<file path="src/rtl/pipelined_adder_subtractor.sv">
// Segmented-carry pipelined two's-complement adder/subtractor with valid/ready handshake.
// Define ADDSUB_SAT_EN to clamp overflowing results to the signed max/min.
module pipelined_adder_subtractor #(
  parameter int WIDTH = 16,
  parameter int SEG_W = 4
) (
  input  logic             clk,
  input  logic             rst_n,
  input  logic             in_valid,
  output logic             in_ready,
  input  logic             sub,
  input  logic [WIDTH-1:0] a,
  input  logic [WIDTH-1:0] b,
  output logic             out_valid,
  input  logic             out_ready,
  output logic [WIDTH-1:0] result,
  output logic             cout,
  output logic             ovf
);

  localparam int STAGES = WIDTH / SEG_W;

  if ((SEG_W < 1) || (WIDTH % SEG_W != 0)) begin : g_bad_cfg
    $error("WIDTH must be a positive multiple of SEG_W");
  end

  // The whole pipeline advances together; a stalled output freezes every stage.
  logic en;
  assign en       = !out_valid || out_ready;
  assign in_ready = en;

  for (genvar k = 0; k < STAGES; k++) begin : g_stage
    localparam int REM  = WIDTH - k * SEG_W;
    localparam int DONE = (k + 1) * SEG_W;

    logic [REM-1:0]   op_a;
    logic [REM-1:0]   op_b;
    logic             c_in;
    logic             v_in;
    logic [SEG_W:0]   seg;
    logic [DONE-1:0]  sum_nxt;

    // Each stage carries only the operand bits still to be added, plus finished sum bits.
    if (k == 0) begin : g_src
      assign op_a    = a;
      assign op_b    = b ^ {WIDTH{sub}};
      assign c_in    = sub;
      assign v_in    = in_valid;
      assign sum_nxt = seg[SEG_W-1:0];
    end else begin : g_src
      assign op_a    = g_stage[k-1].g_reg.a_q;
      assign op_b    = g_stage[k-1].g_reg.b_q;
      assign c_in    = g_stage[k-1].g_reg.c_q;
      assign v_in    = g_stage[k-1].g_reg.v_q;
      assign sum_nxt = {seg[SEG_W-1:0], g_stage[k-1].g_reg.sum_q};
    end

    assign seg = {1'b0, op_a[SEG_W-1:0]} + {1'b0, op_b[SEG_W-1:0]} + {{SEG_W{1'b0}}, c_in};

    if (k < STAGES - 1) begin : g_reg
      logic [REM-SEG_W-1:0] a_q;
      logic [REM-SEG_W-1:0] b_q;
      logic [DONE-1:0]      sum_q;
      logic                 c_q;
      logic                 v_q;

      always_ff @(posedge clk or negedge rst_n) begin
        if (!rst_n) begin
          a_q   <= '0;
          b_q   <= '0;
          sum_q <= '0;
          c_q   <= 1'b0;
          v_q   <= 1'b0;
        end else if (en) begin
          a_q   <= op_a[REM-1:SEG_W];
          b_q   <= op_b[REM-1:SEG_W];
          sum_q <= sum_nxt;
          c_q   <= seg[SEG_W];
          v_q   <= v_in;
        end
      end
    end else begin : g_out
      logic             ovf_nxt;
      logic [WIDTH-1:0] res_nxt;

      assign ovf_nxt = (op_a[REM-1] == op_b[REM-1]) && (sum_nxt[WIDTH-1] != op_a[REM-1]);

`ifdef ADDSUB_SAT_EN
      assign res_nxt = !ovf_nxt    ? sum_nxt :
                       op_a[REM-1] ? {1'b1, {(WIDTH-1){1'b0}}} :
                                     {1'b0, {(WIDTH-1){1'b1}}};
`else
      assign res_nxt = sum_nxt;
`endif

      // Bubbles leave result/cout/ovf holding the last delivered value.
      always_ff @(posedge clk or negedge rst_n) begin
        if (!rst_n) begin
          out_valid <= 1'b0;
          result    <= '0;
          cout      <= 1'b0;
          ovf       <= 1'b0;
        end else if (en) begin
          out_valid <= v_in;
          if (v_in) begin
            result <= res_nxt;
            cout   <= seg[SEG_W];
            ovf    <= ovf_nxt;
          end
        end
      end
    end
  end

endmodule

</file>
<file path="config.mk">
export PLATFORM = sky130hd
export DESIGN_NAME = pipelined_adder_subtractor
export DESIGN_NICKNAME = d
export VERILOG_FILES = /design/src/rtl/pipelined_adder_subtractor.sv
export SDC_FILE = /design/constraint.sdc
export NUM_CORES = 1
export LEC_CHECK = 0
export BUFFER_PORTS_ARGS = -buffer_cell sky130_fd_sc_hd__buf_2
export CORE_ASPECT_RATIO = 0.9
export CORE_UTILIZATION = 35
export DETAILED_ROUTE_END_ITERATION = 10
export HOLD_SLACK_MARGIN = 0.03
export SYNTH_ARGS = -nofsm -noshare
export SYNTH_HDL_FRONTEND = slang
export SYNTH_SLANG_ARGS = --single-unit
</file>
<file path="constraint.sdc">
create_clock -name clk -period 3.4 [get_ports clk]
set_input_delay 0.34 -clock clk [delete_from_list [all_inputs] [get_ports clk]]
set_output_delay 0.34 -clock clk [all_outputs]
set_load 0.005 [all_outputs]
</file>
==> impl_results.md, run 1 <==
* Non-filler cells, final at approximately 640
* Hold Crit Class: primary input to async pin
* Setup repair after global routing missed its margin: no
* F_max at ~450 MHz
* Post-synth EDFFs at 0
* Later-pin clock latency in the skew report at around 330 ps
* Number of detailed-route iterations in the first pass at 4
* Leak at ~0.0025 uW
* Min Tclk post-route at around 2200 ps
* PD cells at around 900 nW/um^2
* Diodes inserted at 0
* Kind of critical path: flip-flop to output pin
* Max Cap Viol at 0
* Initial antenna violation count at 0
* Core ar. at roughly 12000 sq um
* Via count at approximately 3000
* Routed length per instance at roughly 13 um
* Slew Viols, Final at 0
* GR Util All Layers at 0.143
* Max Fanout on Critical Path at 55
* Hold_ws at about 130 ps
* CTS tree: built
* Post-cts gate resize count at 0
* Sequential-to-total area share from yosys stat at 0.563
* Distinct cells, synth at 37
* Most common cell in the netlist: nand2_1
* FP Rows at 38
* Status: finished clean
* Synth Register Bits at between 90 and 100
* Number of global-route vias before repair at 2980
* Critical Path RT at 3060 ps
* Area grow syn2layout at 16.3%
* Fillers at 1189
* RD Place Congestion at ~0.78
* Mapped cell area at 4310 sq um
* Synth Instances at 429
* Nets at approximately 540
* Post-route clock skew at between 7 and 8 ps
* Die H at 107 um
* Residual DRC at 0
* Num Clock Sinks at between 90 and 100
* Slew at the pin with the worst max-slew slack at about 900 ps
* Starting Density at 0.358
* Synth area leaders: dfrtp_1 (56%), nand2_1 (15%), mux2_1 (3.7%), ha_1 (3.5%), fa_1 (3.3%)
* Slew headroom at 0.397
* Drt total wl at 8180 um
* Total Power at around 4500 uW
* Post-placement cell count at ~630
* Largest net degree at the start of global routing at 93
* Avg Vias per Cell at 4.62
* Syn_area_per_cell at around 10 sq um
* Input/output buffers at between 50 and 60
* Met3 Track Usage GR at 0.0307
* Ys async rst share at 1.00
* CTS buffer count at 9
* ANT nets after route at 0
* GR Util met2 at 0.218
* Final setup vio count at 0
* Share of the synthesized area in the top cell type at 0.563
* Met1 Use GR at 0.200
* I/O pins at 57
* Post-CTS Repair Setup Buffers at 0
* Initial drt markers at ~140
* Root Driver: clkbuf_16
* Synth Warn # at 0
* Most Used Layer, Global Route: met2
* Critical Path Sink Type: output pin
* Prevailing post-synth register cell: dfrtp_1
* Net Count, Synth at 485
* CP startpoint kind: flip-flop
* Setup TNS at 0 ps
* Yosys top cell by area: dfrtp_1
* First-pass GRT wire length at ~14000 um
* Clock-pin slew on the worst setup and hold paths at roughly 60 ps
* Data arrival, critical path at about 1900 ps
* Hold_buf cts at 0
* Final hold violations at 0
* Die Width at ~120 um
* # H-tree levels at 3
* Die footprint at ~13000 sq um
* Fin crit share at 0.653
* Max clock buf depth at 2
* Share of layout cells above drive strength 1 at 0.162
* Total gr overflow at 0
* Top cells by count, synth: nand2_1 (176), dfrtp_1 (97), o21ai_1 (22)
* Peak VDD IR at 0.331 mV
* Final HPWL DP at about 5800 um
-- cells in the final DEF, fill, tap and decap left out, types with 2 or more instances in the layout --
| master | count |
|---|---|
| ha_1 | 12 |
| nand3_1 | 3 |
| a21boi_0 | 2 |
| or4_1 | 2 |
| inv_1 | 8 |
| dfrtp_1 | 97 |
| nand2_1 | 176 |
| mux2i_1 | 2 |
| mux2_1 | 14 |
| o2111ai_1 | 2 |
| xnor2_1 | 16 |
| buf_2 | 55 |
| buf_4 | 5 |
| clkinv_2 | 2 |
| a211oi_1 | 2 |
| nor2_1 | 5 |
| a21o_1 | 6 |
| o21ai_0 | 4 |
| o21ai_1 | 22 |
| nor2b_1 | 3 |
| fa_1 | 7 |
| a21oi_1 | 10 |
| clkbuf_16 | 9 |
| xor2_1 | 3 |
| bufinv_16 | 2 |
-- critical path, cell delays in order (launching register included) --
cell,delay [ps]
dfrtp_1,400
nor2b_4,140
inv_2,250
buf_4,520
buf_2,210
-- metal layers --
metal  vias up  share of wire
li1       1481              -
met1      1416           0.50
met2        60           0.45
met3        12          0.041
met4         0          0.011
met5         -              0
-- where the power goes --
group	internal (uW)	switching, uW	leakage, uW
Clock	634	392	0.000148
Combinational	664	862	0.00121
Sequential	1670	299	0.00117
Total	2960	1550	0.00253
-- cell type report --
class	count	area (sq um)	area share
inverter	9	33.8	0.00674
clock buffer	10	229	0.0457
tap	160	200	0.0400
sequential	97	2430	0.484
clock inverter	4	70.1	0.0140
timing repair buffer	60	313	0.0624
multi-input combinational	302	1740	0.347
-- metrics by stage --
step / area [sq um] / utilization / worst slack, ps
after floorplan: 4310 / - / 1400
after global placement: 4710 / 0.392 / 1370
after detailed placement: 4710 / 0.392 / 1300
after CTS: 5010 / 0.417 / 1150
after global routing: 5010 / 0.417 / 1050
final: 5010 / 0.417 / 1180
-- logic make-up (layout without fill, tap and decap cells) --
| group | Yosys count | count (layout) | share of synthesized area |
|---|---|---|---|
| fa+ha+maj | 19 | 19 | 0.0674 |
| mux | 17 | 17 | 0.0447 |
| compound gates | 52 | 52 | 0.0729 |
| flops | 97 | 97 | 0.563 |
| xor+xnor | 19 | 19 | 0.0386 |
| simple gates | 195 | 195 | 0.179 |
| buf+inv | 30 | 83 | 0.0343 |
-- flip-flops by register name, summed over array words and instances, names as in the netlist --
| signal | count |
|---|---|
| cout | 1 |
| g_stage.g_reg.sum_q | 24 |
| g_stage.g_reg.b_q | 24 |
| result | 16 |
| g_stage.g_reg.v_q | 3 |
| g_stage.g_reg.a_q | 24 |
| g_stage.g_reg.c_q | 3 |
| ovf | 1 |
| out_valid | 1 |
-- worst paths after layout --
check,startpoint,end,slack [ps],cells past startpoint
min in group clk,a[7],g_stage[0].g_reg.a_q[3],200,3
min,rst_n,g_stage[0].g_reg.b_q[11],130,1
max reg2reg,g_stage[0].g_reg.a_q[0],g_stage[1].g_reg.c_q,1520,5
max,out_valid,in_ready,1180,4
max in group asynchronous,rst_n,g_stage[2].g_reg.a_q[1],2510,2
min reg2reg,g_stage[0].g_reg.a_q[11],g_stage[0].g_reg.a_q[11],470,2
(Power assumes the default switching activity.)
==> inputs of run 2 (changes only) <==
Clock period 3.4 ns to 2.1 ns, I/O delays scaled along.
==> impl_results.md, run 2 (same netlist as run 1, synthesis figures left out) <==
* Commonest non-fill, non-tap cell in the layout: nand2_1
* Die footprint at around 13000 sq um
* Multi-input logic area at 1740 sq um
* Fillers at 1166
* Max Cap Viol at 0
* Via count at 2947
* Kind of critical path: flip-flop to flip-flop
* Slew Viols, Final at 0
* Hold Crit Class: primary input to flip-flop
* Initial antenna violation count at 0
* Largest regs: g_stage.g_reg.a_q (24), g_stage.g_reg.b_q (24), g_stage.g_reg.sum_q (24)
* Slew at the pin with the worst max-slew slack at 478 ps
* Data arrival, critical path at between 2000 and 2500 ps
* Critical Path RT at 2310 ps
* F_max at approximately 550 MHz
* Area grow syn2layout at 17.5%
* Commonest cells after routing, fill and taps aside: nand2_1 (176), dfrtp_1 (97), buf_2 (55)
* Drt total wl at around 8400 um
* Final setup vio count at 0
* FP Rows at 38
* CTS buffer count at 9
* Residual DRC at 0
* GR Util All Layers at 0.147
* Fin crit share at 0.873
* Root Driver: clkbuf_16
* Final HPWL DP at roughly 6000 um
* Critical Path Sink Type: flip-flop
* Post-cts gate resize count at 0
* FF/Latch Area at between 2000 and 2500 sq um
* CP startpoint kind: flip-flop
* Clock-pin slew on the worst setup and hold paths at 70 ps
* PD cells at 1430 nW/um^2
* Starting Density at 0.358
* RD Place Congestion at 0.786
* Status: finished clean
* Initial drt markers at roughly 150
* Slew headroom at 0.681
* Input/output buffers at 56
* Final hold violations at 0
* I/O pins at 57
* CTS tree: built
* Diodes inserted at 0
* Total gr overflow at 0
* Number of detailed-route iterations in the first pass at 4
* Routed length per instance at between 10 and 15 um
* Peak VDD IR at about 0.47 mV
* # H-tree levels at 3
* First-pass GRT wire length at ~15000 um
* Die H at around 110 um
* Leak at between 0.002 and 0.003 uW
* Setup TNS at 0 ps
* Min Tclk post-route at ~1800 ps
* Max clock buf depth at 2
* Number of global-route vias before repair at 2980
* Die Width at about 120 um
* Post-route clock skew at 8.53 ps
* Num Clock Sinks at 97
* Share of layout cells above drive strength 1 at 0.172
* Nets at 540
* Final Core Density at 0.421
* Setup repair after global routing missed its margin: no
* Max Fanout on Critical Path at 3
* Later-pin clock latency in the skew report at around 340 ps
* ANT nets after route at 0
* Core ar. at roughly 12000 sq um
* Avg Vias per Cell at approximately 4.5
* Largest net degree at the start of global routing at 74
## run 2: cell count changes in the layout (fill, tap and decap cells not counted), sizes merged
cell | previous run | this run
buf | 60 | 64
bufinv | 2 | 0
clkbuf | 10 | 12
clkinv | 2 | 1
clkinvlp | 0 | 3
dlygate4sd3 | 0 | 1
## run 2: timing repair
item / in CTS / in global routing
setup endpoints to repair: 0 / 0
hold buffers: 1 / 0
hold endpoints to repair: 34 / 0
setup buffers: 0 / 0
## run 2: layout make-up
type	count	share of cell area
sequential	97	0.480
multi-input combinational	302	0.343
timing repair buffer	65	0.0747
clock buffer	12	0.0507
tap	160	0.0396
inverter	9	0.00667
clock inverter	4	0.00544
## run 2: final timing paths
check | endpoint | start | slack, ps | cells past startpoint
setup reg to reg | cout | g_stage[2].g_reg.a_q[0] | 270 | 5
min in group asynchronous | g_stage[1].g_reg.b_q[7] | rst_n | 370 | 2
setup / recovery | cout | g_stage[2].g_reg.a_q[0] | 270 | 5
hold / removal | g_stage[0].g_reg.a_q[3] | a[7] | 60 | 3
hold reg to reg | g_stage[2].g_reg.sum_q[2] | g_stage[2].g_reg.sum_q[2] | 460 | 2
max in group asynchronous | g_stage[2].g_reg.b_q[0] | rst_n | 1100 | 3
## run 2: metal layers
metal,up-vias,part of all wire,GRT usage
met5,-,0,0
met1,1391,0.51,0.208
met3,7,0.045,0.0344
li1,1488,-,-
met4,0,0.0097,0.0461
met2,61,0.43,0.223
## run 2: where the power goes
part	internal (uW)	switching [uW]
registers	2700	502
logic	1110	1380
clock network	866	673
total	4670	2560
## run 2: through the flow
stage                     power, uW  hold WS (ps)  worst slack [ps]  std cells  instance area [sq um]
final                          7230          62.9               267        649                   5060
after CTS                      7330          57.2               261        649                   5060
after global placement         5660           198               291        632                   4770
after detailed placement       5770           202               256        632                   4770
after global routing           7880          64.0               166        649                   5060
after floorplan                4910         -85.6               233        429                   4310
## run 2: worst max-delay path: stages, from the launching register on
cell	delay, ps
dfrtp_1	400
fa_1	490
fa_1	430
a21o_1	190
a21oi_1	130
o21ai_1	70
==> inputs of run 3 (changes only) <==
Settings changed: SETUP_SLACK_MARGIN from default to 0.05.
Clock period 2.1 ns to 1.6 ns, I/O delays scaled along.
==> impl_results.md, run 3 (same netlist as run 1, synthesis figures left out) <==
* Total gr overflow at 0
* Max clock buf depth at 2
* Met3 Track Usage GR at 0.0381
* Later-pin clock latency in the skew report at about 340 ps
* RD Place Congestion at ~0.80
* Diodes inserted at 0
* Kind of critical path: flip-flop to flip-flop
* GR Util met2 at 0.234
* Commonest non-fill, non-tap cell in the layout: nand2_1
* FP Rows at 38
* CTS tree: built
* Setup repair after global routing missed its margin: yes
* Critical Path Sink Type: flip-flop
* Min Tclk post-route at approximately 1600 ps
* Area grow syn2layout at 25.5%
* Post-route clock skew at 7.57 ps
* First-pass GRT wire length at about 15000 um
* Final hold violations at 0
* Bufs and invs on worst path at 0
* GR Util All Layers at 0.149
* Die Width at approximately 120 um
* Via count at approximately 3000
* Core ar. at about 12000 sq um
* Hold Crit Class: primary input to flip-flop
* Input/output buffers at between 50 and 60
* ANT nets after route at 0
* Setup TNS at -92.5 ps
* Leak at 0.00270 uW
* Sequence of cells on the critical path: fa_2 > fa_2 > a21o_1 > a21oi_1 > a21oi_1
* Die footprint at 12800 sq um
* Slowest-stage cell, CP: fa_2
* Avg Vias per Cell at approximately 4.6
* Peak VDD IR at approximately 0.78 mV
* Starting Density at 0.358
* Largest net degree at the start of global routing at 53
* Slew headroom at 0.655
* Status: complete, but fails checks
* Max Fanout on Critical Path at 2
* PnR worst setup slack at -41.6 ps
* Num Clock Sinks at 97
* Max Cap Viol at 0
* Slew at the pin with the worst max-slew slack at approximately 520 ps
* I/O pins at 57
* Nets at 560
* Number of detailed-route iterations in the first pass at 4
* Met1 Use GR at 0.206
* Initial antenna violation count at 0
* Data arrival, critical path at approximately 1900 ps
* F_max at between 600 and 700 MHz
* Place WS at -101 ps
* Failing checks: negative setup slack
* Final setup vio count at 5
* Slew Viols, Final at 0
* CTS buffer count at 9
* Largest regs: g_stage.g_reg.a_q (24), g_stage.g_reg.b_q (24), g_stage.g_reg.sum_q (24)
* Routed length per instance at 12.8 um
* Die H at 107 um
* # H-tree levels at 3
* Number of global-route vias before repair at just over 3000
* Clock-pin slew on the worst setup and hold paths at around 70 ps
* Initial drt markers at ~130
* CP peak stage delay at 410 ps
* PD cells at 1920 nW/um^2
* Drt total wl at approximately 8600 um
* Commonest cells after routing, fill and taps aside: nand2_1 (175), dfrtp_1 (97), buf_2 (55)
* CP startpoint kind: flip-flop
* Critical Path RT at ~1800 ps
* Root Driver: clkbuf_16
* Share of layout cells above drive strength 1 at 0.224
* Crit-path leading delay family: adder cells
* Most Used Layer, Global Route: met2
* Final HPWL DP at between 6000 and 7000 um
* Fin crit share at 1.03
* Residual DRC at 0
[run 3: cell types whose count changed in the layout (fill, tap and decap cells not counted), moves of 2 or more]
cell,change
dlygate4sd3_1,+8
bufinv_16,+3
a211oi_2,+2
clkinvlp_4,-2
fa_2,+6
ha_1,-2
xnor2_2,+2
a211oi_1,-2
buf_12,+2
clkbuf_8,-2
xnor2_1,-2
buf_4,+8
fa_1,-6
[run 3: through the flow]
step,hold slack [ps],cell area [sq um],std cells,util,power (uW)
global route,43.3,5410,669,0.450,11300
global placement,161,4870,639,0.405,7560
CTS,42.4,5350,667,0.445,10400
finish,47.1,5410,669,0.450,10400
detailed placement,169,4870,639,0.405,7680
floorplan,-136,4340,429,-,6500
[run 3: worst reg2reg max path, delay by kind of cell, from the launching register on]
family                     cells  cell delay [ps]
adders and majority gates      2              770
DFF                            1              400
AOI/OAI and AO/OA              3              360
[run 3: layout make-up]
cell class	instances	area [sq um]
Tap cell	160	200
Sequential cell	97	2430
Timing Repair Buffer	85	584
Clock inverter	6	115
Inverter	9	33.8
Multi-Input combinational cell	302	1820
Fill cell	1191	6620
Clock buffer	10	229
[run 3: final timing paths]
kind / startpoint / to / slack [ps] / depth (start not counted)
worst max-delay path: g_stage[0].g_reg.a_q[0] / g_stage[1].g_reg.c_q / -40 / 5
worst min-delay path: a[12] / g_stage[0].g_reg.a_q[8] / 50 / 3
worst max register to register: g_stage[0].g_reg.a_q[0] / g_stage[1].g_reg.c_q / -40 / 5
worst min register to register: g_stage[2].g_reg.sum_q[8] / g_stage[2].g_reg.sum_q[8] / 460 / 2
max in group asynchronous: rst_n / g_stage[2].g_reg.sum_q[11] / 750 / 3
min in group asynchronous: rst_n / g_stage[0].g_reg.b_q[11] / 330 / 2
[run 3: what timing repair did]
| action | CTS | global route |
|---|---|---|
| pin swaps | 5 | 4 |
| gates cloned | 0 | 0 |
| setup buffers | 3 | 2 |
| gates resized for setup | 6 | 12 |
| hold endpoints to repair | 40 | 0 |
| endpoints found under the setup margin | 21 | 26 |
| hold buffers | 9 | 0 |
[run 3: metal layers]
layer / share of wire / wire, um
met1: 0.50 / 4310
met2: 0.46 / 3910
met3: 0.037 / 316
met4: 0.0059 / 51
met5: 0 / 0
[run 3: report_power, final]
group	switching (uW)	total (uW)	internal (uW)
clock network	900	2440	1540
registers	686	4230	3540
logic	1950	3740	1790
total	3540	10400	6860
